[src/rtl/apb_pkg.sv]
`default_nettype none
// ============================================================================
// Module      : apb_pkg
// Description : Shared types and constants for the APB two-master arbiter.
// Revision    : 1.0 - initial release
// ============================================================================
package apb_pkg;

  typedef enum logic [1:0] {
    IDLE   = 2'd0,
    SETUP  = 2'd1,
    ACCESS = 2'd2
  } apb_state_e;

  localparam logic M_CPU = 1'b0;
  localparam logic M_DBG = 1'b1;

  localparam int WD_WIDTH = 8;

endpackage
`default_nettype wire

[src/rtl/apb_rr_arb2.sv]
`default_nettype none
// ============================================================================
// Module      : apb_rr_arb2
// Description : Combinational 2-way round-robin grant selection.
// Revision    : 1.0 - initial release
// ============================================================================
module apb_rr_arb2
  import apb_pkg::*;
(
  input  logic [1:0] i_req,
  input  logic       i_last,
  output logic       o_grant_valid,
  output logic       o_grant_idx
);

  always_comb begin
    o_grant_valid = |i_req;
    o_grant_idx   = M_CPU;
    // On a tie the master that did not own the bus last time wins.
    if (&i_req) begin
      o_grant_idx = ~i_last;
    end else if (i_req[M_DBG]) begin
      o_grant_idx = M_DBG;
    end
  end

endmodule
`default_nettype wire

[src/rtl/apb_arbiter.sv]
`default_nettype none
// ============================================================================
// Module      : apb_arbiter
// Description : Two-master APB arbiter with round-robin grant, APB phase
//               sequencing and an ACCESS-phase watchdog.
// Revision    : 1.0 - initial release
// ============================================================================
module apb_arbiter
  import apb_pkg::*;
#(
  parameter int ADDR_WIDTH = 32,
  parameter int DATA_WIDTH = 32,
  parameter int TIMEOUT    = 16
) (
  input  logic                    pclk,
  input  logic                    rst,
  input  logic                    m0_req,
  input  logic [ADDR_WIDTH-1:0]   m0_addr,
  input  logic [DATA_WIDTH-1:0]   m0_wdata,
  input  logic                    m0_write,
  input  logic [DATA_WIDTH/8-1:0] m0_stb,
  output logic                    m0_done,
  output logic                    m0_err,
  output logic [DATA_WIDTH-1:0]   m0_rdata,
  input  logic                    m1_req,
  input  logic [ADDR_WIDTH-1:0]   m1_addr,
  input  logic [DATA_WIDTH-1:0]   m1_wdata,
  input  logic                    m1_write,
  input  logic [DATA_WIDTH/8-1:0] m1_stb,
  output logic                    m1_done,
  output logic                    m1_err,
  output logic [DATA_WIDTH-1:0]   m1_rdata,
  output logic [ADDR_WIDTH-1:0]   paddr,
  output logic [DATA_WIDTH-1:0]   pdata,
  input  logic [DATA_WIDTH-1:0]   prdata,
  output logic                    psel,
  output logic                    penable,
  output logic                    pwrite,
  output logic [DATA_WIDTH/8-1:0] pstb,
  input  logic                    pready,
  input  logic                    perr,
  output logic                    apb_timeout,
  output logic                    grant,
  output logic                    busy
);

  localparam int SW = DATA_WIDTH / 8;

  apb_state_e              r_state;
  apb_state_e              w_state_nxt;
  logic                    r_grant;
  logic [ADDR_WIDTH-1:0]   r_paddr;
  logic [DATA_WIDTH-1:0]   r_pdata;
  logic                    r_pwrite;
  logic [SW-1:0]           r_pstb;
  logic [WD_WIDTH-1:0]     r_wd;
  logic [1:0]              r_done;
  logic [1:0]              r_err;
  logic [DATA_WIDTH-1:0]   r_rdata0;
  logic [DATA_WIDTH-1:0]   r_rdata1;
  logic                    r_timeout;

  logic [1:0]              w_eligible;
  logic                    w_gnt_valid;
  logic                    w_gnt_idx;
  logic                    w_complete;
  logic                    w_expired;

  // A master whose done pulse is still visible is not re-granted this cycle.
  assign w_eligible = {m1_req & ~r_done[1], m0_req & ~r_done[0]};
  assign w_expired  = (r_wd == WD_WIDTH'(TIMEOUT));

  apb_rr_arb2 u_rr (
    .i_req         (w_eligible),
    .i_last        (r_grant),
    .o_grant_valid (w_gnt_valid),
    .o_grant_idx   (w_gnt_idx)
  );

  always_ff @(posedge pclk) begin
    if (rst) begin
      r_state <= IDLE;
    end else begin
      r_state <= w_state_nxt;
    end
  end

  always_comb begin
    w_state_nxt = r_state;
    w_complete  = 1'b0;
    case (r_state)
      IDLE: begin
        if (w_gnt_valid) w_state_nxt = SETUP;
      end
      SETUP: w_state_nxt = ACCESS;
      ACCESS: begin
        if (pready || w_expired) begin
          w_complete  = 1'b1;
          w_state_nxt = IDLE;
        end
      end
      default: w_state_nxt = IDLE;
    endcase
  end

  always_ff @(posedge pclk) begin
    if (rst) begin
      r_grant   <= M_DBG;
      r_paddr   <= '0;
      r_pdata   <= '0;
      r_pwrite  <= 1'b0;
      r_pstb    <= '0;
      r_wd      <= '0;
      r_done    <= '0;
      r_err     <= '0;
      r_rdata0  <= '0;
      r_rdata1  <= '0;
      r_timeout <= 1'b0;
    end else begin
      r_done    <= '0;
      r_err     <= '0;
      r_timeout <= 1'b0;

      if (r_state == IDLE && w_gnt_valid) begin
        r_grant  <= w_gnt_idx;
        r_paddr  <= w_gnt_idx ? m1_addr  : m0_addr;
        r_pdata  <= w_gnt_idx ? m1_wdata : m0_wdata;
        r_pwrite <= w_gnt_idx ? m1_write : m0_write;
        r_pstb   <= w_gnt_idx ? m1_stb   : m0_stb;
      end

      if (r_state == SETUP) begin
        r_wd <= WD_WIDTH'(1);
      end else if (r_state == ACCESS && !w_complete) begin
        r_wd <= r_wd + WD_WIDTH'(1);
      end else begin
        r_wd <= '0;
      end

      // pready wins over an expiring watchdog in the same cycle.
      if (w_complete) begin
        r_done[r_grant] <= 1'b1;
        r_err[r_grant]  <= pready ? perr : 1'b1;
        r_timeout       <= ~pready;
        if (pready && !r_pwrite) begin
          if (r_grant == M_DBG) r_rdata1 <= prdata;
          else                  r_rdata0 <= prdata;
        end
      end
    end
  end

  assign psel        = (r_state != IDLE);
  assign penable     = (r_state == ACCESS);
  assign busy        = (r_state != IDLE);
  assign paddr       = r_paddr;
  assign pdata       = r_pdata;
  assign pwrite      = r_pwrite;
  assign pstb        = r_pstb;
  assign grant       = r_grant;
  assign apb_timeout = r_timeout;
  assign m0_done     = r_done[0];
  assign m1_done     = r_done[1];
  assign m0_err      = r_err[0];
  assign m1_err      = r_err[1];
  assign m0_rdata    = r_rdata0;
  assign m1_rdata    = r_rdata1;

endmodule
`default_nettype wire

[config.mk]
export PLATFORM = sky130hd
export DESIGN_NAME = apb_arbiter
export DESIGN_NICKNAME = d
export VERILOG_FILES = /design/src/rtl/apb_pkg.sv /design/src/rtl/apb_rr_arb2.sv /design/src/rtl/apb_arbiter.sv
export SDC_FILE = /design/constraint.sdc
export NUM_CORES = 1
export LEC_CHECK = 0
export BUFFER_PORTS_ARGS = -buffer_cell sky130_fd_sc_hd__buf_2
export CELL_PAD_IN_SITES_DETAIL_PLACEMENT = 1
export CELL_PAD_IN_SITES_GLOBAL_PLACEMENT = 1
export CORE_MARGIN = 3
export CORE_UTILIZATION = 34
export CTS_BUF_LIST = sky130_fd_sc_hd__clkbuf_16
export DETAILED_ROUTE_END_ITERATION = 10
export GPL_TIMING_DRIVEN = 0
export PLACE_DENSITY_LB_ADDON = 0.08
export SLEW_MARGIN = 25
export SYNTH_ARGS = -nofsm -noshare
export SYNTH_HDL_FRONTEND = slang
export SYNTH_HIERARCHICAL = 1
export SYNTH_SLANG_ARGS = --single-unit
[constraint.sdc]
create_clock -name pclk -period 2.9 [get_ports pclk]
set_input_delay 0 -clock pclk [delete_from_list [all_inputs] [get_ports pclk]]
set_output_delay 0 -clock pclk [all_outputs]
set_load 0.01 [all_outputs]
Yosys cells after proc, flatten, opt, wreduce, memory -nomap -nowiden --
Index checks and enable logic that the tools add are counted.
Operators by class: muxes and demuxes 16, eq/ne operators 5, $lt $le $gt $ge 2, $add $sub $neg 1, reductions and logical operators 16, bitwise operators 9
Operator list (count):
- 32-bit 2-to-1 mux | 2
- 1-bit 2-to-1 mux | 9
- 8-bit by 1-bit adder with 8-bit output (second input constant) | 1
- 8-bit by 5-bit == test with 1-bit output (second input constant) | 1
- 1-bit NOT | 6
- 2-bit case mux with 3 select lines | 1
- 3-bit AND reduction | 2
- 1-bit logical AND | 4
- 2-bit 2-to-1 mux | 2
- 4-bit 2-to-1 mux | 1
- 2-bit AND reduction | 2
- 2-bit OR reduction | 2
- 3-bit OR reduction | 1
- 1-bit AND | 2
- 2-bit AND | 1
- 2-bit by 1-bit == test with 1-bit output (second input constant) | 1
- 2-bit == test (second input constant) | 1
- 1-bit logical NOT | 2
- 2-bit logical NOT | 1
- 1-bit by 2-bit < comparator with 1-bit output (second input constant) | 1
- 2-bit by 1-bit inequality test with 1-bit output (second input constant) | 1
- 2-bit inequality test (second input constant) | 1
- 2-bit nonzero test | 1
- 1-bit demux with 1-bit select | 1
- 2 further kinds | 2
Word-level totals: output and inout bits 142, flip-flop bits (word level) 149, input port bits 176, logic and storage cells 62

Logic depth before layout (Yosys ltp) --
depth in word-level cells 8, mapped depth 7

Modules after synthesis --
The synthesis kept the hierarchy.
Modules (own cells, without submodules):
- apb_arbiter | area an instance 6060.8 µm², cells an instance 670, times used 1, seq. area each 2982.9 µm²
- apb_rr_arb2 | area an instance 13.8 µm², cells an instance 2, times used 1, seq. area each 0.0 µm²

Worst setup path after synthesis --
OpenSTA, ideal clock, no wires.
path kind reg-to-reg, start register r_done[0], end register r_paddr[0] (netlist: paddr[0]), setup slack 1.373 ns, arrival 1.389 ns, data required time 2.762 ns, stages on the path, launching flop included 7, library setup time 0.138 ns, period minus slack after synthesis 1.527 ns, cell sequence dfxtp_1 -> nor2b_1 -> or2_1 -> nor3b_2 -> buf_2 -> buf_1 -> a211oi_1
Between the ends: elaborated cells between the ends (all ways) 7, those cells by class mux (2); bitwise (2); reduce/logical (3)
RTL lines:
- start: declaration | RTL line apb_arbiter.sv:57 | logic [1:0] r_done;
- start signal: assignment | RTL line apb_arbiter.sv:114 | r_done <= '0;
- start signal: assignment | RTL line apb_arbiter.sv:120 | r_done <= '0;
- start signal: indexed assignment | RTL line apb_arbiter.sv:142 | r_done[r_grant] <= 1'b1;
- 1-bit NOT | RTL line apb_arbiter.sv:70 | assign w_eligible = {m1_req & ~r_done[1], m0_req & ~r_done[0]};
- 1-bit AND | RTL line apb_arbiter.sv:70
- net w_eligible[0] | RTL line apb_arbiter.sv:63 | logic [1:0] w_eligible;
- 2-bit OR reduction | RTL line apb_rr_arb2.sv:17 | o_grant_valid = |i_req;
- net w_gnt_valid | RTL line apb_arbiter.sv:64 | logic w_gnt_valid;
- 1-bit logical AND | RTL line apb_arbiter.sv:124 | if (r_state == IDLE && w_gnt_valid) begin
- end signal: assignment | RTL line apb_arbiter.sv:126 | r_paddr <= w_gnt_idx ? m1_addr : m0_addr;
- end: declaration | RTL line apb_arbiter.sv:52 | logic [ADDR_WIDTH-1:0] r_paddr;
The timed path passes the listed nets, and every way through them passes these cells. A chain may end at the register's enable or synchronous reset.

Worst setup path after layout --
start register r_done[1], end register r_paddr[24] (netlist: paddr[24])
Between the ends: longest elaborated chain between the ends 5, elaborated cells between the ends (all ways) 8, those cells by class mux (3); bitwise (2); reduce/logical (3)
Ends and longest elaborated chain:
- 1-bit NOT (*) | RTL line apb_arbiter.sv:70
- 1-bit AND (*) | RTL line apb_arbiter.sv:70
- net w_eligible[1] | RTL line apb_arbiter.sv:63
- 1-bit 2-to-1 mux / 2-bit AND reduction (equally long branches) | RTL line apb_rr_arb2.sv:22, apb_rr_arb2.sv:20
- 1-bit 2-to-1 mux (*) | RTL line apb_rr_arb2.sv:20 | if (&i_req) begin
- net w_gnt_idx | RTL line apb_arbiter.sv:65 | logic w_gnt_idx;
- 32-bit 2-to-1 mux (*) | RTL line apb_arbiter.sv:126
Mark *: on every way through the listed nets, which the timed path passes. The rest lies on a longest branch.

==> flow_summary.yaml <==
status:
  status: "finished with violations"
  violations: "negative hold slack"
timing:
  setup_tns_ns: 0
  setup-violations-final: 0
  max-slew-margin-rel_pct: 59.49
  rsz0062_at_grt: "no"
  min_period_ns: 2.646
  finalClockSkew_ns: 0.007730
  fmaxAchievable_mhz: 378.0
  worst_pin_slew_ns: 0.6076
  post-route-period-util_pct: 91.24
  hold_viol: 1
  finalMaxSlewViolations: 0
  timing.hold.ws_ns: -0.02505
clocking:
  numCtsBuffers: 17
  clkTransAtPathRegs_ns: 0.06
  tritoncts: "yes"
  clock_sinks: 149
  cts_buffer_depth: 2
  cts_root_buffer: "clkbuf_16"
  cts_resized: 0
  h-tree-depth: 4
  clk_latency_ns: 0.42
  cts_setup_buffers: 0
worst_setup_path:
  cp-end-kind: "flop"
  crit_type: "flop to flop"
  critPathMaxFanout: 10
  critPathArrivalTime_ns: 2.94
  cp.required_ns: 3.19
  critPathLaunchType: "flop"
synth:
  netlist_area_mm2: 0.006075
  avgSynthCellArea_um2: 9.040
  yosysTopAreaCell: "dfxtp_1"
  synth_seq_cells: 149
  synthTopCellsByArea: "dfxtp_1 49%, mux2i_1 11%, a211oi_1 8.5%, nand3_1 5.6%, o21ai_0 5.5%"
  synth_nets: 850
  seq_area_frac_synth_pct: 49.10
  synth_cells: 672
  yosysUniqueCellTypes: 37
  synth_top_cell_area_share_pct: 49.10
  yosysWarnings: 6
routing:
  vias: 7176
  routed_wl_um: 27000
  ant_nets: 0
  wl_per_cell_um: 19.26
  first_pass_iters: 4
  viasPerCell: 5.118
  dr.first_iter.drc_count: 224
  drc: 0
placed_design:
  hpwlAfterDp_um: 17270
  place_congestion: 0.7616
  io_buffer_count: 317
global_routing:
  grt_max_degree: 17
  grt_pass1_vias: 7770
  grtUsageTotal_pct: 26.91
  overflow: 0
  antenna_found_initial: 1
  grt_pass1_wl_um: 42010
floorplan:
  rows: 48
  die_w_um: 139.7
  num_io_pins: 318
  dieArea_mm2: 0.01951
  die_y_um: 139.7
  coreArea_mm2: 0.01742
  start_util_pct: 34.88
final_layout:
  area_delta_synth_final_pct: 65.66
  finalNetCount: 1341
  drive_gt1_share_pct: 32.23
job:
  maxCapViolCount: 0
power_and_ir_drop:
  leakage_nw: 4.466
  peakVddDrop_mv: 0.4035
  power_density_mw_per_mm2: 566.1
hold_path:
  min_path_type: "input port to flop"
layer usage:
| layer | up-vias | track usage (%) | routed length, um | part of all wire [%] |
|---|---|---|---|---|
| met5 | - | 0 | 0 | 0 |
| met4 | 0 | 11.88 | 1018 | 3.8 |
| met3 | 56 | 6.014 | 1534 | 5.7 |
| met2 | 277 | 48.32 | 13840 | 51 |
| met1 | 3435 | 30.49 | 10610 | 39 |
| li1 | 3408 | - | - | - |
worst max-delay path, stage by stage (launching register included):
cell           delay (ns)
dfxtp_1              0.31
nor2b_1              0.12
a21boi_1             0.16
clkbuf_1             0.42
buf_2                0.42
mux2i_1              0.15
dlygate4sd3_1        0.59
a211oi_1             0.36
placed cells by master (no fill, tap or decap), types with 2 or more instances in the layout:
master,synthesis,routed
nor2b_1,5,5
bufinv_16,0,2
a211oi_1,69,69
clkinv_2,0,4
inv_1,5,6
a21oi_1,64,64
nor2_1,71,71
nor3_1,3,3
o21ai_0,67,67
buf_1,2,2
ha_1,2,2
nand3_1,68,68
buf_2,19,336
nand2_1,2,2
mux2i_1,69,69
or3_1,3,3
xor2_1,2,2
nor4_1,2,2
clkbuf_16,0,17
clkinvlp_4,0,6
a21oi_2,3,3
clkbuf_1,46,46
nor2_2,4,4
dfxtp_1,149,149
dlygate4sd3_1,0,155
synth_stat cells:
master,instances
o21ai_2,1
nor2_2,4
clkbuf_1,46
a21oi_1,64
o21ai_0,67
nor4_1,2
inv_1,5
a31oi_1,1
buf_6,1
mux2i_1,69
a311o_1,1
nor4b_1,1
ha_1,2
nand4_1,1
nor3b_2,1
or2_2,1
nor2b_1,5
dfxtp_1,149
xor2_1,2
a21boi_1,1
nand2_1,2
xnor2_1,1
buf_1,2
a211o_1,1
a211oi_1,69
buf_2,19
nand4bb_1,1
nor3_1,3
or3b_1,1
nor2_1,71
a21oi_2,3
buf_4,1
or3b_2,1
nor4bb_1,1
or3_1,3
nand3_1,68
or2_1,1
power breakdown:
group | internal (mW) | total [mW] | switching (mW)
sequential | 2.20 | 2.29 | 0.0911
combinational | 0.573 | 1.27 | 0.692
clock | 1.25 | 2.14 | 0.890
total | 4.02 | 5.70 | 1.67
stage by stage:
stage / std cells / cell area [um^2] / setup WS [ns] / util [%] / power, mW
final: 1402 / 10060 / 0.2542 / 57.78 / 5.697
after global routing: 1402 / 10060 / 0.08289 / 57.78 / 5.946
after CTS: 1398 / 10030 / 0.3217 / 57.59 / 5.672
after detailed placement: 1214 / 7943 / 0.7411 / 45.60 / 3.330
after global placement: 1214 / 7943 / 0.8070 / 45.60 / 3.318
after floorplan: 672 / 6075 / 1.373 / - / 2.854
state kept, by name (all words and copies together) (netlist names):
name and flops:
m0_rdata 32, m1_rdata 32, paddr 32, pdata 32
r_wd 8, pstb 4, r_done 2, r_err 2
r_state 2, apb_timeout 1, grant 1, pwrite 1
final cells by class:
| class | instances | area [um^2] |
|---|---|---|
| Antenna cell | 1 | 2.502 |
| Buffer | 69 | 294.0 |
| Clock buffer | 17 | 425.4 |
| Clock inverter | 15 | 141.4 |
| Fill cell | 2100 | 7353 |
| Inverter | 5 | 18.77 |
| Multi-Input combinational cell | 449 | 2779 |
| Sequential cell | 149 | 2983 |
| Tap cell | 225 | 281.5 |
| Timing Repair Buffer | 472 | 3138 |
cells by family after synthesis:
family / Yosys count / share of synthesized area, %
mux: 69 / 11.37
xor+xnor: 3 / 0.4326
buf+inv: 74 / 5.149
flops: 149 / 49.10
fa+ha+maj: 2 / 0.4119
compound gates: 208 / 20.43
simple gates: 167 / 13.10
repair_timing:
| item | CTS | global route |
|---|---|---|
| hold buffers | 152 | 3 |
| endpoints found under the hold margin | 130 | 2 |
| endpoints found under the setup margin | 0 | 0 |
worst paths after layout:
path	slack, ns	to	cells past startpoint	from
worst max-delay path	0.25	paddr[24]	7	r_done[1]
worst min-delay path	-0.03	pdata[13]	3	m1_wdata[13]
worst max register to register	0.25	paddr[24]	7	r_done[1]
worst min register to register	0.47	m1_rdata[25]	2	m1_rdata[25]
Power figures use the tool's default switching activity.
